$ cat src/rtl/vsd_dac_pkg.sv
// Shared types and helpers for the DAC stream sequencer.
package vsd_dac_pkg;

  typedef enum logic [1:0] {
    MODE_STREAM = 2'd0,
    MODE_HOLD   = 2'd1,
    MODE_MUTE   = 2'd2,
    MODE_RAMP   = 2'd3
  } mode_e;

  typedef enum logic [1:0] {
    ST_IDLE  = 2'd0,
    ST_PRIME = 2'd1,
    ST_RUN   = 2'd2
  } seq_state_e;

  // Mid-range code of an unsigned DAC of the given width.
  function automatic logic [31:0] midscale(input int unsigned data_w);
    return 32'd1 << (data_w - 32'd1);
  endfunction

endpackage

$ cat src/rtl/sync_fifo_fl.sv
// Single-clock FIFO with occupancy output and synchronous flush; show-ahead read port.
module sync_fifo_fl #(
  parameter int unsigned WIDTH = 11,
  parameter int unsigned DEPTH = 8,
  localparam int unsigned AW = $clog2(DEPTH),
  localparam int unsigned LW = AW + 1
) (
  input  logic             clk,
  input  logic             rst_n,
  input  logic             flush,
  input  logic             push,
  input  logic             pop,
  input  logic [WIDTH-1:0] wr_data,
  output logic [WIDTH-1:0] rd_data,
  output logic             full,
  output logic             empty,
  output logic [LW-1:0]    level
);

  logic [WIDTH-1:0] mem [DEPTH];
  logic [AW-1:0]    wr_ptr_q;
  logic [AW-1:0]    rd_ptr_q;
  logic [LW-1:0]    level_q;
  logic [LW-1:0]    level_nxt;
  logic             full_q;
  logic             empty_q;
  logic             do_push_c;
  logic             do_pop_c;

  // Full gates push even with a same-cycle pop; flush discards both.
  assign do_push_c = push && !full_q && !flush;
  assign do_pop_c  = pop && !empty_q && !flush;

  always_comb begin
    level_nxt = level_q;
    if (flush) begin
      level_nxt = '0;
    end else if (do_push_c && !do_pop_c) begin
      level_nxt = level_q + LW'(1);
    end else if (!do_push_c && do_pop_c) begin
      level_nxt = level_q - LW'(1);
    end
  end

  always_ff @(posedge clk or negedge rst_n) begin
    if (!rst_n) begin
      wr_ptr_q <= '0;
      rd_ptr_q <= '0;
      level_q  <= '0;
      full_q   <= 1'b0;
      empty_q  <= 1'b1;
    end else begin
      level_q <= level_nxt;
      full_q  <= (level_nxt == LW'(DEPTH));
      empty_q <= (level_nxt == '0);
      if (flush) begin
        wr_ptr_q <= '0;
        rd_ptr_q <= '0;
      end else begin
        if (do_push_c) wr_ptr_q <= wr_ptr_q + AW'(1);
        if (do_pop_c)  rd_ptr_q <= rd_ptr_q + AW'(1);
      end
    end
  end

  // Storage needs no reset; validity is tracked by the pointers.
  always_ff @(posedge clk) begin
    if (do_push_c) mem[wr_ptr_q] <= wr_data;
  end

  assign rd_data = mem[rd_ptr_q];
  assign full    = full_q;
  assign empty   = empty_q;
  assign level   = level_q;

endmodule

$ cat src/rtl/dac_stream_sequencer.sv
// Buffers channel-tagged core samples and releases them to per-channel DAC hold
// registers at a programmable rate, with hold, mute and ramp-test modes.
module dac_stream_sequencer
  import vsd_dac_pkg::*;
#(
  parameter int unsigned DATA_W     = 10,
  parameter int unsigned NUM_CH     = 2,
  parameter int unsigned FIFO_DEPTH = 8,
  parameter int unsigned DIV_W      = 16,
  parameter int unsigned PRIME_LVL  = 4,
  localparam int unsigned CH_W  = (NUM_CH > 1) ? $clog2(NUM_CH) : 1,
  localparam int unsigned LVL_W = $clog2(FIFO_DEPTH) + 1
) (
  input  logic                     CLK,
  input  logic                     reset_n,
  input  logic                     s_valid,
  output logic                     s_ready,
  input  logic [DATA_W-1:0]        s_data,
  input  logic [CH_W-1:0]          s_ch,
  input  logic                     enable,
  input  logic [1:0]               mode,
  input  logic [DIV_W-1:0]         rate_div,
  input  logic                     flush,
  input  logic                     err_clr,
  output logic [NUM_CH*DATA_W-1:0] dac_d,
  output logic [NUM_CH-1:0]        dac_upd,
  output logic [LVL_W-1:0]         fifo_level,
  output logic                     underrun,
  output logic                     err_ch
);

  localparam int unsigned ENT_W = CH_W + DATA_W;
  localparam logic [DATA_W-1:0] MID = DATA_W'(midscale(DATA_W));

  seq_state_e state_q;
  seq_state_e state_nxt;
  mode_e      mode_c;

  logic [DIV_W-1:0]         cnt_q;
  logic [DIV_W-1:0]         lim_q;
  logic                     tick_c;
  logic                     run_tick_c;

  logic [DATA_W-1:0]        ramp_q;
  logic [DATA_W-1:0]        ramp_nxt;
  logic [NUM_CH*DATA_W-1:0] dac_q;
  logic [NUM_CH*DATA_W-1:0] dac_nxt;
  logic [NUM_CH-1:0]        upd_q;
  logic [NUM_CH-1:0]        upd_nxt;
  logic                     underrun_q;
  logic                     err_ch_q;
  logic                     underrun_set_c;
  logic                     err_set_c;

  logic                     push_c;
  logic                     pop_c;
  logic                     fifo_full;
  logic                     fifo_empty;
  logic [ENT_W-1:0]         rd_ent;
  logic [CH_W-1:0]          rd_ch;
  logic [DATA_W-1:0]        rd_code;
  logic [LVL_W-1:0]         level;

  assign mode_c    = mode_e'(mode);
  assign s_ready   = !fifo_full;
  assign push_c    = s_valid && s_ready;
  // Widened compare keeps the check meaningful when NUM_CH is a power of two.
  assign err_set_c = push_c && (32'(s_ch) >= NUM_CH);

  sync_fifo_fl #(
    .WIDTH (ENT_W),
    .DEPTH (FIFO_DEPTH)
  ) u_fifo (
    .clk     (CLK),
    .rst_n   (reset_n),
    .flush   (flush),
    .push    (push_c),
    .pop     (pop_c),
    .wr_data ({s_ch, s_data}),
    .rd_data (rd_ent),
    .full    (fifo_full),
    .empty   (fifo_empty),
    .level   (level)
  );

  assign rd_ch   = rd_ent[ENT_W-1 -: CH_W];
  assign rd_code = rd_ent[DATA_W-1:0];

  // Sequencer state register.
  always_ff @(posedge CLK or negedge reset_n) begin
    if (!reset_n) begin
      state_q <= ST_IDLE;
    end else begin
      state_q <= state_nxt;
    end
  end

  // Next-state logic; dropping enable returns to IDLE from anywhere.
  always_comb begin
    state_nxt = state_q;
    case (state_q)
      ST_IDLE:  if (enable) state_nxt = ST_PRIME;
      ST_PRIME: if ((32'(level) >= PRIME_LVL) || (mode_c != MODE_STREAM)) state_nxt = ST_RUN;
      ST_RUN:   if (flush) state_nxt = ST_PRIME;
      default:  state_nxt = ST_IDLE;
    endcase
    if (!enable) state_nxt = ST_IDLE;
  end

  // Rate divider; the limit is re-sampled only on wrap or while idle.
  assign tick_c     = (state_q != ST_IDLE) && (cnt_q == lim_q);
  assign run_tick_c = tick_c && enable && (state_q == ST_RUN);

  always_ff @(posedge CLK or negedge reset_n) begin
    if (!reset_n) begin
      cnt_q <= '0;
      lim_q <= '0;
    end else if ((state_q == ST_IDLE) || tick_c) begin
      cnt_q <= '0;
      lim_q <= rate_div;
    end else begin
      cnt_q <= cnt_q + DIV_W'(1);
    end
  end

  // Tick actions: next channel codes, strobes, ramp and FIFO pop.
  always_comb begin
    dac_nxt        = dac_q;
    upd_nxt        = '0;
    ramp_nxt       = ramp_q;
    pop_c          = 1'b0;
    underrun_set_c = 1'b0;
    if (run_tick_c) begin
      case (mode_c)
        MODE_STREAM: begin
          if (fifo_empty) begin
            underrun_set_c = 1'b1;
          end else if (!flush) begin
            pop_c = 1'b1;
            // Illegal-channel entries match no channel and are simply discarded.
            for (int unsigned i = 0; i < NUM_CH; i++) begin
              if (32'(rd_ch) == i) begin
                dac_nxt[i*DATA_W +: DATA_W] = rd_code;
                upd_nxt[i]                  = 1'b1;
              end
            end
          end
        end
        MODE_HOLD: begin
        end
        MODE_MUTE: begin
          dac_nxt = {NUM_CH{MID}};
          upd_nxt = '1;
        end
        MODE_RAMP: begin
          dac_nxt  = {NUM_CH{ramp_q}};
          upd_nxt  = '1;
          ramp_nxt = ramp_q + DATA_W'(1);
        end
        default: begin
        end
      endcase
    end
  end

  // Output and sticky-flag registers; a same-cycle set beats err_clr.
  always_ff @(posedge CLK or negedge reset_n) begin
    if (!reset_n) begin
      dac_q      <= {NUM_CH{MID}};
      upd_q      <= '0;
      ramp_q     <= '0;
      underrun_q <= 1'b0;
      err_ch_q   <= 1'b0;
    end else begin
      dac_q      <= dac_nxt;
      upd_q      <= upd_nxt;
      ramp_q     <= ramp_nxt;
      underrun_q <= underrun_set_c || (underrun_q && !err_clr);
      err_ch_q   <= err_set_c || (err_ch_q && !err_clr);
    end
  end

  assign dac_d      = dac_q;
  assign dac_upd    = upd_q;
  assign fifo_level = level;
  assign underrun   = underrun_q;
  assign err_ch     = err_ch_q;

endmodule

$ cat config.mk
export PLATFORM = sky130hd
export DESIGN_NAME = dac_stream_sequencer
export DESIGN_NICKNAME = d
export VERILOG_FILES = /design/src/rtl/vsd_dac_pkg.sv /design/src/rtl/sync_fifo_fl.sv /design/src/rtl/dac_stream_sequencer.sv
export SDC_FILE = /design/constraint.sdc
export NUM_CORES = 1
export LEC_CHECK = 0
export BUFFER_PORTS_ARGS = -buffer_cell sky130_fd_sc_hd__buf_2
export CORE_ASPECT_RATIO = 1.75
export CORE_UTILIZATION = 59
export DETAILED_ROUTE_END_ITERATION = 7
export PLACE_DENSITY = 0.79
export SLEW_MARGIN = 10
export SYNTH_ARGS = -nofsm -noshare
export SYNTH_HDL_FRONTEND = slang
export SYNTH_HIERARCHICAL = 1
export SYNTH_SLANG_ARGS = --single-unit
$ cat constraint.sdc
create_clock -name CLK -period 3.27 [get_ports CLK]
set_input_delay 0.1635 -clock CLK [delete_from_list [all_inputs] [get_ports CLK]]
set_output_delay 0.1635 -clock CLK [all_outputs]
set_load 0.01 [all_outputs]
==> flow_metrics.env <==
export IMPL_synthTopCellsByArea="edfxtp_1 (36%), dfrtp_1 (26%), mux2_2 (7.4%)"
export IMPL_yosysMostFrequentCell="edfxtp_1"
export IMPL_drv_slew=0
export IMPL_syn_area_um2=7296
export IMPL_core_area_um2=12000
export IMPL_slowest_delay_ps=460
export IMPL_h_tree_depth=4
export IMPL_grt_usage_pct=25.09
export IMPL_async_flop_share_pct=47.62
export IMPL_crit_buf_inv=1
export IMPL_yosysSeqAreaShare_pct=63.71
export IMPL_insertion_delay_ps=430
export IMPL_drtAntennaViolNets=0
export IMPL_cpMaxStageDelayCell="nor4_1"
export IMPL_n_antenna_cell=0
export IMPL_cap_violations=0
export IMPL_syn_num_nets=530
export IMPL_place_congestion=0.8160
export IMPL_dp_hpwl_um=9635
export IMPL_finalSetupViolations=0
export IMPL_wl_um=14930
export IMPL_numPortBuffers=63
export IMPL_cts_resized=0
export IMPL_antenna_found_initial=0
export IMPL_cp_arrival_ps=3200
export IMPL_finClkSkew_ps=9.249
export IMPL_io_pins=64
export IMPL_die_x_um=86.06
export IMPL_vias=4454
export IMPL_ys_ff_latch=168
export IMPL_wl_met1_um=5387
export IMPL_tritoncts="done"
export IMPL_grt_pass1_wl_um=23530
export IMPL_cts_buffers=17
export IMPL_drc=0
export IMPL_drive_gt1_share_pct=29.44
export IMPL_crit_top_cell="xor2_1"
export IMPL_die_height_um=149.1
export IMPL_n_fill_cell=766
export IMPL_start_util_pct=60.78
export IMPL_path_cells="xor2_1 > nor4_1 > nand4_1 > nor3_1 > nor2b_1 > buf_4 > nand3_1 > o41a_1 > xor2_1 > nor2_1"
export IMPL_synth_top_area_share_pct=36.22
export IMPL_dr_wl_met3_um=633
export IMPL_dieArea_um2=12830
export IMPL_synth_warnings=6
export IMPL_cp_required_ps=3570
export IMPL_min_period_ps=2908
export IMPL_cts_buffer_depth=2
export IMPL_cpLargestDelayFamily="simple AND/OR/NAND/NOR gates"
export IMPL_yosysTopAreaCell="edfxtp_1"
export IMPL_overflow=0
export IMPL_drtIter0Drc=339
export IMPL_clock_sinks=168
export IMPL_max_slew_margin_pct=33.02
export IMPL_wl_per_cell_um=19.32
export IMPL_setup_tns_ps=0
export IMPL_worstPathMaxFanout=6
export IMPL_dr_wl_met2_um=8442
export IMPL_path_class="reg2reg"
export IMPL_areaGrowthSynthToFinish_pct=19.14
export IMPL_drtPass1Iterations=4
export IMPL_maxUsedRoutingLayer="met4"
export IMPL_power_leakage_nw=3.584
export IMPL_hold_viol_final=0
export IMPL_cp_start_kind="flop"
export IMPL_clock_root_buffer="clkbuf_16"
export IMPL_rows=53
export IMPL_pre_cts_ws_ps=435.1
export IMPL_synth_edf_count=88
export IMPL_vias_per_cell=5.762
export IMPL_worstMarginPinSlew_ps=1005
export IMPL_synth_distinct_cells=46
export IMPL_hold_buffers=24
export IMPL_status="complete, no violations"
export IMPL_fmax_mhz=343.9
export IMPL_pwr_density_cell_nw_per_um2=539.0
export IMPL_critical_path_endpoint_type="flop"
export IMPL_cts_setup_buffers=0
export IMPL_layout_setup_ws_ps=362.0
export IMPL_grt_pass1_vias=4758
export IMPL_ir_worst_vdd_v=0.0004535
export IMPL_min_path_type="in2reg"
export IMPL_nets=636
export IMPL_grt_max_degree=81
export IMPL_cts_clk_slew_worst_paths_ps=70
export IMPL_postSynthAreaPerCell_um2=14.92
export IMPL_synth_commonest_cells="edfxtp_1 (88), dfrtp_1 (77), mux2_2 (48), nor2_1 (34), xor2_1 (33)"
export IMPL_rsz0062_at_grt="false"
export IMPL_syn_instance_count=489
export IMPL_fin_crit_sh_pct=88.93
export IMPL_ys_flop_type="edfxtp_1"
[path summary, 6_finish.rpt]
kind,from,endpoint,slack [ps],cells after the start
min,s_data[4],u_fifo/mem[5][4],20,1
max in group asynchronous,reset_n,lim_q[8],2180,2
max reg2reg,cnt_q[1],u_fifo/level[3],360,10
min in group asynchronous,reset_n,lim_q[1],440,2
max,cnt_q[1],u_fifo/level[3],360,10
min reg2reg,ramp_q[2],ramp_q[2],500,1
[layout make-up]
cell class              count  area, µm²  area share, %
inverters                  20      75.07         0.8637
repair buffers            108      715.7          8.234
clock buffers              17      425.4          4.894
flip-flops and latches    168       4648          53.48
clock inverters            15      180.2          2.073
multi-input cells         280       2441          28.08
well taps                 165      206.4          2.375
[registers in the layout (all words and copies together), names as in the netlist, 3 cells and up]
| name | count |
|---|---|
| dac_d | 20 |
| u_fifo/rd_ptr_q | 3 |
| u_fifo/level | 4 |
| cnt_q | 16 |
| lim_q | 16 |
| u_fifo/mem | 88 |
| u_fifo/wr_ptr_q | 3 |
| ramp_q | 10 |
[cell usage in the layout (no fill, tap or decap), drive strengths merged, types with 2 or more instances in the layout]
cell type    instances
mux4                22
nor4                11
dfstp                3
buf                 84
nor2                34
inv                 28
nor3                16
nand2b               4
clkbuf              17
or3                  2
xnor2               13
clkinv               4
mux2                48
or4                  2
and3                 4
and4                 4
nor2b                5
dlygate4sd3         24
or2                  2
edfxtp              88
nand2               19
clkinvlp             2
nand4                5
o21ai               12
nand3               18
a211oi               3
ha                   6
xor2                33
a21oi                7
dfrtp               77
[worst reg2reg max path: stages, from the launching register on]
cell	delay, ps
dfrtp_1	440
xor2_1	160
nor4_1	460
nand4_1	270
nor3_1	330
nor2b_1	370
buf_4	210
nand3_1	70
o41a_1	160
xor2_1	230
nor2_1	80
[report_power, final]
group / switching, mW / internal, mW
clock network: 0.920 / 1.10
registers: 0.0584 / 2.30
logic: 0.161 / 0.146
[routing by layer]
metal / up-vias / GRT usage [%]
met1: 2257 / 26.53
met4: 0 / 11.17
met5: - / 0
li1: 2020 / -
met3: 35 / 5.589
met2: 142 / 46.67
[metrics by stage]
stage	power, mW	hold slack, ps	area [µm²]	cells	utilization, %
2_1_floorplan	2.567	-132.1	7296	489	-
3_3_place_gp	2.671	334.9	7846	717	65.37
3_5_place_dp	2.687	343.6	7846	717	65.37
4_1_cts	4.708	1.385	8692	773	72.42
5_1_grt	4.826	17.91	8692	773	72.42
6_report	4.685	17.98	8692	773	72.42
[logic make-up after synthesis]
family	share of synthesized area (%)
buf+inv	3.018
xor+xnor	5.522
simple gates	9.124
fa+ha+maj	1.029
compound gates	2.418
mux	15.18
flops	63.71
No activity file was read; power rests on OpenSTA's default activity.
